==> config.mk <==
export PLATFORM = sky130hd
export DESIGN_NAME = exu_commit_bjp_flush
export DESIGN_NICKNAME = d
export VERILOG_FILES = /design/src/rtl/exu_commit_bjp_flush.sv
export SDC_FILE = /design/constraint.sdc
export NUM_CORES = 1
export LEC_CHECK = 0
export CORE_MARGIN = 2
export CORE_UTILIZATION = 46
export CTS_BUF_LIST = sky130_fd_sc_hd__clkbuf_8
export DETAILED_ROUTE_END_ITERATION = 10
export GPL_ROUTABILITY_DRIVEN = 0
export PLACE_DENSITY = 0.91
export SLEW_MARGIN = 20
export SYNTH_ARGS = -nofsm -noshare
export SYNTH_HDL_FRONTEND = slang
export SYNTH_SLANG_ARGS = --single-unit
==> constraint.sdc <==
create_clock -name clk -period 4 [get_ports clk]
set_clock_uncertainty 0.05 [all_clocks]
set_input_delay 0.8 -clock clk [delete_from_list [all_inputs] [get_ports clk]]
set_output_delay 0.8 -clock clk [all_outputs]
set_load 0.005 [all_outputs]
==> src/rtl/exu_commit_bjp_flush.sv <==
// ---------------------------------------------------------------------------------------------
// exu_commit_bjp_flush
//
// Purpose:
//   Commit-side consumer of the ALU branch/jump unit's commit interface. It accepts one resolved
//   bxx/jump/mret/dret/fence.i per handshake and detects a branch prediction mismatch. When a
//   redirect is needed, it computes the target PC and raises a registered flush request to the
//   IFU. Further commits are held off until the IFU acknowledges the flush.
//
// Optional feature:
//   E203_BJP_MISPRDT_CNT_EN - when defined, adds a saturating misprediction counter that is
//   visible on the bjp_mispred_cnt port.
//
// Ports:
//   clk, rst             clock; synchronous active-high reset
//   cmt_i_valid/ready    commit handshake; ready is high only in IDLE
//   cmt_i_bjp/prdt/rslv  branch or jump flag, predicted taken, resolved taken
//   cmt_i_mret/dret      mret / dret commit
//   cmt_i_fencei         fence.i commit
//   cmt_i_rv32           instruction length select (1: 4 bytes, 0: 2 bytes)
//   cmt_i_pc/imm         instruction PC and branch offset
//   csr_mepc_r/dpc_r     mepc and dpc CSR values
//   flush_req/ack/pc     redirect request to the IFU, its acknowledge, and the target PC
//   cmt_mret_ena/dret_ena one-cycle pulses on the first FLUSH cycle after an mret/dret
//   bjp_mispred_cnt      misprediction count (present only with the macro defined)
// ---------------------------------------------------------------------------------------------
module exu_commit_bjp_flush #(
  parameter int unsigned PC_SIZE = 32,
  parameter int unsigned XLEN    = 32
`ifdef E203_BJP_MISPRDT_CNT_EN
  , parameter int unsigned CNT_W = 16
`endif
) (
  input  logic               clk,
  input  logic               rst,
  input  logic               cmt_i_valid,
  output logic               cmt_i_ready,
  input  logic               cmt_i_bjp,
  input  logic               cmt_i_prdt,
  input  logic               cmt_i_rslv,
  input  logic               cmt_i_mret,
  input  logic               cmt_i_dret,
  input  logic               cmt_i_fencei,
  input  logic               cmt_i_rv32,
  input  logic [PC_SIZE-1:0] cmt_i_pc,
  input  logic [XLEN-1:0]    cmt_i_imm,
  input  logic [PC_SIZE-1:0] csr_mepc_r,
  input  logic [PC_SIZE-1:0] csr_dpc_r,
  output logic               flush_req,
  input  logic               flush_ack,
  output logic [PC_SIZE-1:0] flush_pc,
  output logic               cmt_mret_ena,
  output logic               cmt_dret_ena
`ifdef E203_BJP_MISPRDT_CNT_EN
  , output logic [CNT_W-1:0] bjp_mispred_cnt
`endif
);

  typedef enum logic [0:0] {StIdle, StFlush} state_e;

  state_e             state_q, state_d;
  logic [PC_SIZE-1:0] flush_pc_q, flush_pc_d;
  logic               mret_ena_q, mret_ena_d;
  logic               dret_ena_q, dret_ena_d;

  logic               accept;
  logic               mispred;
  logic               need_flush;
  logic [PC_SIZE-1:0] imm_pc;
  logic [PC_SIZE-1:0] len_pc;
  logic [PC_SIZE-1:0] target;

  // Fit the offset to the PC width: truncate when wider, sign-extend when narrower.
  if (XLEN >= PC_SIZE) begin : g_imm_trunc
    assign imm_pc = cmt_i_imm[PC_SIZE-1:0];
  end else begin : g_imm_sext
    assign imm_pc = {{(PC_SIZE - XLEN){cmt_i_imm[XLEN-1]}}, cmt_i_imm};
  end

  assign cmt_i_ready = (state_q == StIdle);
  assign flush_req   = (state_q == StFlush);
  assign accept      = cmt_i_valid & cmt_i_ready;
  assign mispred     = cmt_i_bjp & (cmt_i_prdt != cmt_i_rslv);
  assign need_flush  = mispred | cmt_i_mret | cmt_i_dret | cmt_i_fencei;
  assign len_pc      = cmt_i_rv32 ? PC_SIZE'(4) : PC_SIZE'(2);

  // Priority chain keeps the result defined if several commit kinds overlap.
  always_comb begin
    target = cmt_i_pc + len_pc;
    if (cmt_i_dret) begin
      target = csr_dpc_r;
    end else if (cmt_i_mret) begin
      target = csr_mepc_r;
    end else if (cmt_i_fencei) begin
      target = cmt_i_pc + len_pc;
    end else if (cmt_i_rslv) begin
      target = cmt_i_pc + imm_pc;
    end
  end

  always_comb begin
    state_d    = state_q;
    flush_pc_d = flush_pc_q;
    mret_ena_d = 1'b0;
    dret_ena_d = 1'b0;
    unique case (state_q)
      StIdle: begin
        if (accept && need_flush) begin
          state_d    = StFlush;
          flush_pc_d = target;
          mret_ena_d = cmt_i_mret;
          dret_ena_d = cmt_i_dret;
        end
      end
      StFlush: begin
        if (flush_ack) state_d = StIdle;
      end
      default: state_d = StIdle;
    endcase
  end

  always_ff @(posedge clk) begin
    if (rst) begin
      state_q    <= StIdle;
      flush_pc_q <= '0;
      mret_ena_q <= 1'b0;
      dret_ena_q <= 1'b0;
    end else begin
      state_q    <= state_d;
      flush_pc_q <= flush_pc_d;
      mret_ena_q <= mret_ena_d;
      dret_ena_q <= dret_ena_d;
    end
  end

  assign flush_pc     = flush_pc_q;
  assign cmt_mret_ena = mret_ena_q;
  assign cmt_dret_ena = dret_ena_q;

`ifdef E203_BJP_MISPRDT_CNT_EN
  logic [CNT_W-1:0] cnt_q;

  // Saturates at all-ones rather than wrapping.
  always_ff @(posedge clk) begin
    if (rst) begin
      cnt_q <= '0;
    end else if (accept && mispred && (cnt_q != {CNT_W{1'b1}})) begin
      cnt_q <= cnt_q + CNT_W'(1);
    end
  end

  assign bjp_mispred_cnt = cnt_q;
`endif

endmodule
==> qor.csv <==
stage,metric,value,unit
routing,firstDrtPassIters,6,
setup_path,critPathLaunchType,input pin,
clock_tree,post_cts_buffers,0,
routing,via_per_inst,6.32,
timing,finalMaxSlewViolations,0,
timing,rsz0062_at_grt,false,
routing,num_vias,5482,
grt,grt_pass1_wl,25.6,mm
timing,period_needed,3.65,ns
timing,hold_viol,0,
grt,grt_max_degree,45,
grt,grt_usage,31.2,%
clock_tree,clock-root-buffer,clkbuf_8,
floorplanning,rows,35,
timing,finalSetupViolations,0,
setup_path,cp_max_fo,5,
routing,drc,0,
timing,tightestPinTransition,0.659,ns
floorplanning,die_h,101,microns
synth,synth_nets,774,
final_layout,layout-drive-gt1-share,5.82,%
setup_path,arrival,3.77,ns
clock_tree,cts-buffers-inserted,5,
place,dp_hpwl,13.3,mm
clock_tree,cts_tree,done,
final_layout,final_common_cell,clkdlybuf4s50_1,
clock_tree,h-tree-depth,2,
routing,wl_per_cell,19.0,microns
setup_path,cp_cell_sequence,clkdlybuf4s50_1 > ha_1 > a21oi_1 > nor2_1 > a211oi_2 > a21boi_1 > or3_1 > a311oi_1 > o311ai_1 > o21ai_0 > nor2_1,
setup_path,criticalPathCategory,in2reg,
place,post-place-ws,0.149,ns
routing,detail-route-antenna-nets,0,
synth,synth-seq-cells,35,
min_path,hold_end,flush_pc[3],
floorplanning,initial_utilization,47.2,%
synth,yosys_warnings,0,
routing,top_layer,met4,
synth,ys_seq_area_share,16.1,%
final_layout,fin_cells,867,
setup_path,reg2reg_to,flush_pc[17],
synth,netlist_area,0.00434,sq mm
final_layout,fillers,723,
timing,slew_headroom,56.0,%
timing,setup_slack,0.347,ns
run,drv_cap,0,
setup_path,r2r.worst_path.cells,5,
synth,netlist_instances,600,
clock_tree,clk_pin_slew,0.07,ns
synth,synth_top_flop_cell,dfxtp_1,
clock_tree,cts_hold_buf,0,
pwr,total_leakage_power,2.40,nW
synth,async_flop_share,0,%
timing,period_share,91.3,%
routing,wl_met2,7.51,mm
setup_path,ff2ff_setup_slack,1.79,ns
synth,syn_avg_cell_area,7.23,sq um
synth,ys_types,69,
place,io_buffers,174,
setup_path,worst_setup_path_end_kind,register,
timing,finalSetupTns,0,ns
floorplanning,die_x,101,microns
min_path,hold_class,reg2reg,
setup_path,required,4.12,ns
floorplanning,core_region_area,0.00920,sq mm
synth,synth_top_area_share,16.1,%
clock_tree,cts_sinks,35,
grt,antenna_found_initial,0,
synth,yosys.area.top_type,dfxtp_1,
synth,synth_edf_count,0,
pwr,power_density,234,mW/mm^2
setup_path,crit_top_cell,nor2_1,
clock_tree,cts_resized,0,
setup_path,cpMaxStageDelayCell,clkdlybuf4s50_1,
routing,first_iter_violations,493,
clock_tree,ctsLongestPathBuffers,2,
routing,wl_met1,6.54,mm
final_layout,fin_nets,929,
synth,synth.area.top_cells,"dfxtp_1, ha_1, a21oi_1, xnor2_1, nand2_1",
timing,whs,0.419,ns
min_path,hold_start,flush_pc[3],
routing,dr_wl_met3,1.81,mm
min_path,holdPathStages,2,
grt,grt_pass1_vias,5085,
grt,grt-ovfl-total,0,
run_status,status,"finished, final reports clean",
routing,wl,16.5,mm
final_layout,area_growth,44.4,%
setup_path,crit_buf_inv,1,
floorplanning,die_area,0.0102,sq mm
final_layout,final_cell_mix,"clkdlybuf4s50_1, nand2_1, a21oi_1",
pwr,irDropWorstVdd,0.121,mV
place,place_inst,859,
setup_path,critPathMaxStageDelay,0.51,ns
final_layout,utilization,68.1,%
final_layout,num_antenna_cells,0,
timing,fmax,0.274,GHz
floorplanning,io_pins,175,
setup_path,r2r_start,flush_req,
clock_tree,clkLatencyLatePin,0.29,ns
setup_path,path_delay_family,compound AO/OA/AOI/OAI gates,
tightest hold or removal path, delay by kind of cell, from the launching register on:
kind,cells,cell delay (ns)
flops,1,0.31
compound gates,1,0.06
simple gates,1,0.05
kinds of logic after synthesis:
| kind of cell | count (synthesis) | share of synthesized area (%) |
|---|---|---|
| simple gates | 215 | 24.7 |
| compound gates | 207 | 32.1 |
| xor+xnor | 53 | 10.7 |
| buf+inv | 49 | 4.56 |
| fa+ha+maj | 35 | 10.4 |
| flops | 35 | 16.1 |
| mux | 6 | 1.38 |
report_power, final:
part / leakage (nW) / switching (mW) / internal [mW]
clock: 0.0612 / 0.130 / 0.202
sequential: 0.289 / 0.0186 / 0.379
combinational: 2.05 / 0.374 / 0.363
total: 2.40 / 0.523 / 0.944
final cells by class:
type	instances	area, sq um	share of cell area (%)
clock buffer	6	82.6	1.32
tap	111	139	2.22
multi-input combinational	516	3450	55.0
sequential	35	701	11.2
clock inverter	2	35.0	0.559
inverter	14	52.6	0.839
timing repair buffer	183	1810	28.9
synth_stat cells (3+ instances only):
| master | count |
|---|---|
| a211oi_1 | 3 |
| a21o_1 | 12 |
| a21oi_1 | 62 |
| a221o_1 | 7 |
| a221oi_1 | 9 |
| a311oi_1 | 3 |
| a31oi_1 | 6 |
| and3_1 | 14 |
| buf_1 | 4 |
| clkbuf_1 | 27 |
| dfxtp_1 | 35 |
| ha_1 | 33 |
| inv_1 | 14 |
| mux2i_1 | 6 |
| nand2_1 | 62 |
| nand2b_1 | 5 |
| nand3_1 | 24 |
| nand4_1 | 10 |
| nor2_1 | 48 |
| nor2b_1 | 6 |
| nor3_1 | 21 |
| nor3_2 | 3 |
| o211ai_1 | 12 |
| o21ai_0 | 40 |
| o21ai_2 | 5 |
| o21bai_1 | 5 |
| o221ai_1 | 5 |
| o22ai_1 | 8 |
| or3_1 | 6 |
| xnor2_1 | 31 |
| xor2_1 | 22 |
flip-flops by register name, indices dropped and copies added, names as in the netlist:
register      cells
cmt_mret_ena      1
cmt_dret_ena      1
flush_req         1
flush_pc         32
per-layer routing:
metal / vias up / global-route usage [%]
li1: 2543 / -
met1: 2484 / 40.8
met2: 387 / 51.0
met3: 68 / 6.10
met4: 0 / 11.0
met5: - / 0
how the worst max path moves through the flow:
stage	from	endpoint	slack [ns]	cells after the start
after floorplan	cmt_i_pc[0]	flush_pc[22]	0.95	11
after global routing	cmt_i_pc[4]	flush_pc[15]	0.12	11
after detailed placement	cmt_i_pc[6]	flush_pc[15]	0.15	11
final	cmt_i_pc[6]	flush_pc[15]	0.35	11
after CTS	cmt_i_pc[6]	flush_pc[15]	0.45	11
after global placement	cmt_i_pc[6]	flush_pc[15]	0.25	11
through the flow:
| stage | power (mW) | cell area (sq um) |
|---|---|---|
| 6_report | 1.47 | 6270 |
| 5_1_grt | 1.54 | 6270 |
| 4_1_cts | 1.45 | 6270 |
| 3_5_place_dp | 1.12 | 6150 |
| 3_3_place_gp | 1.10 | 6150 |
| 2_1_floorplan | 0.792 | 4340 |
(Power assumes the default switching activity.)
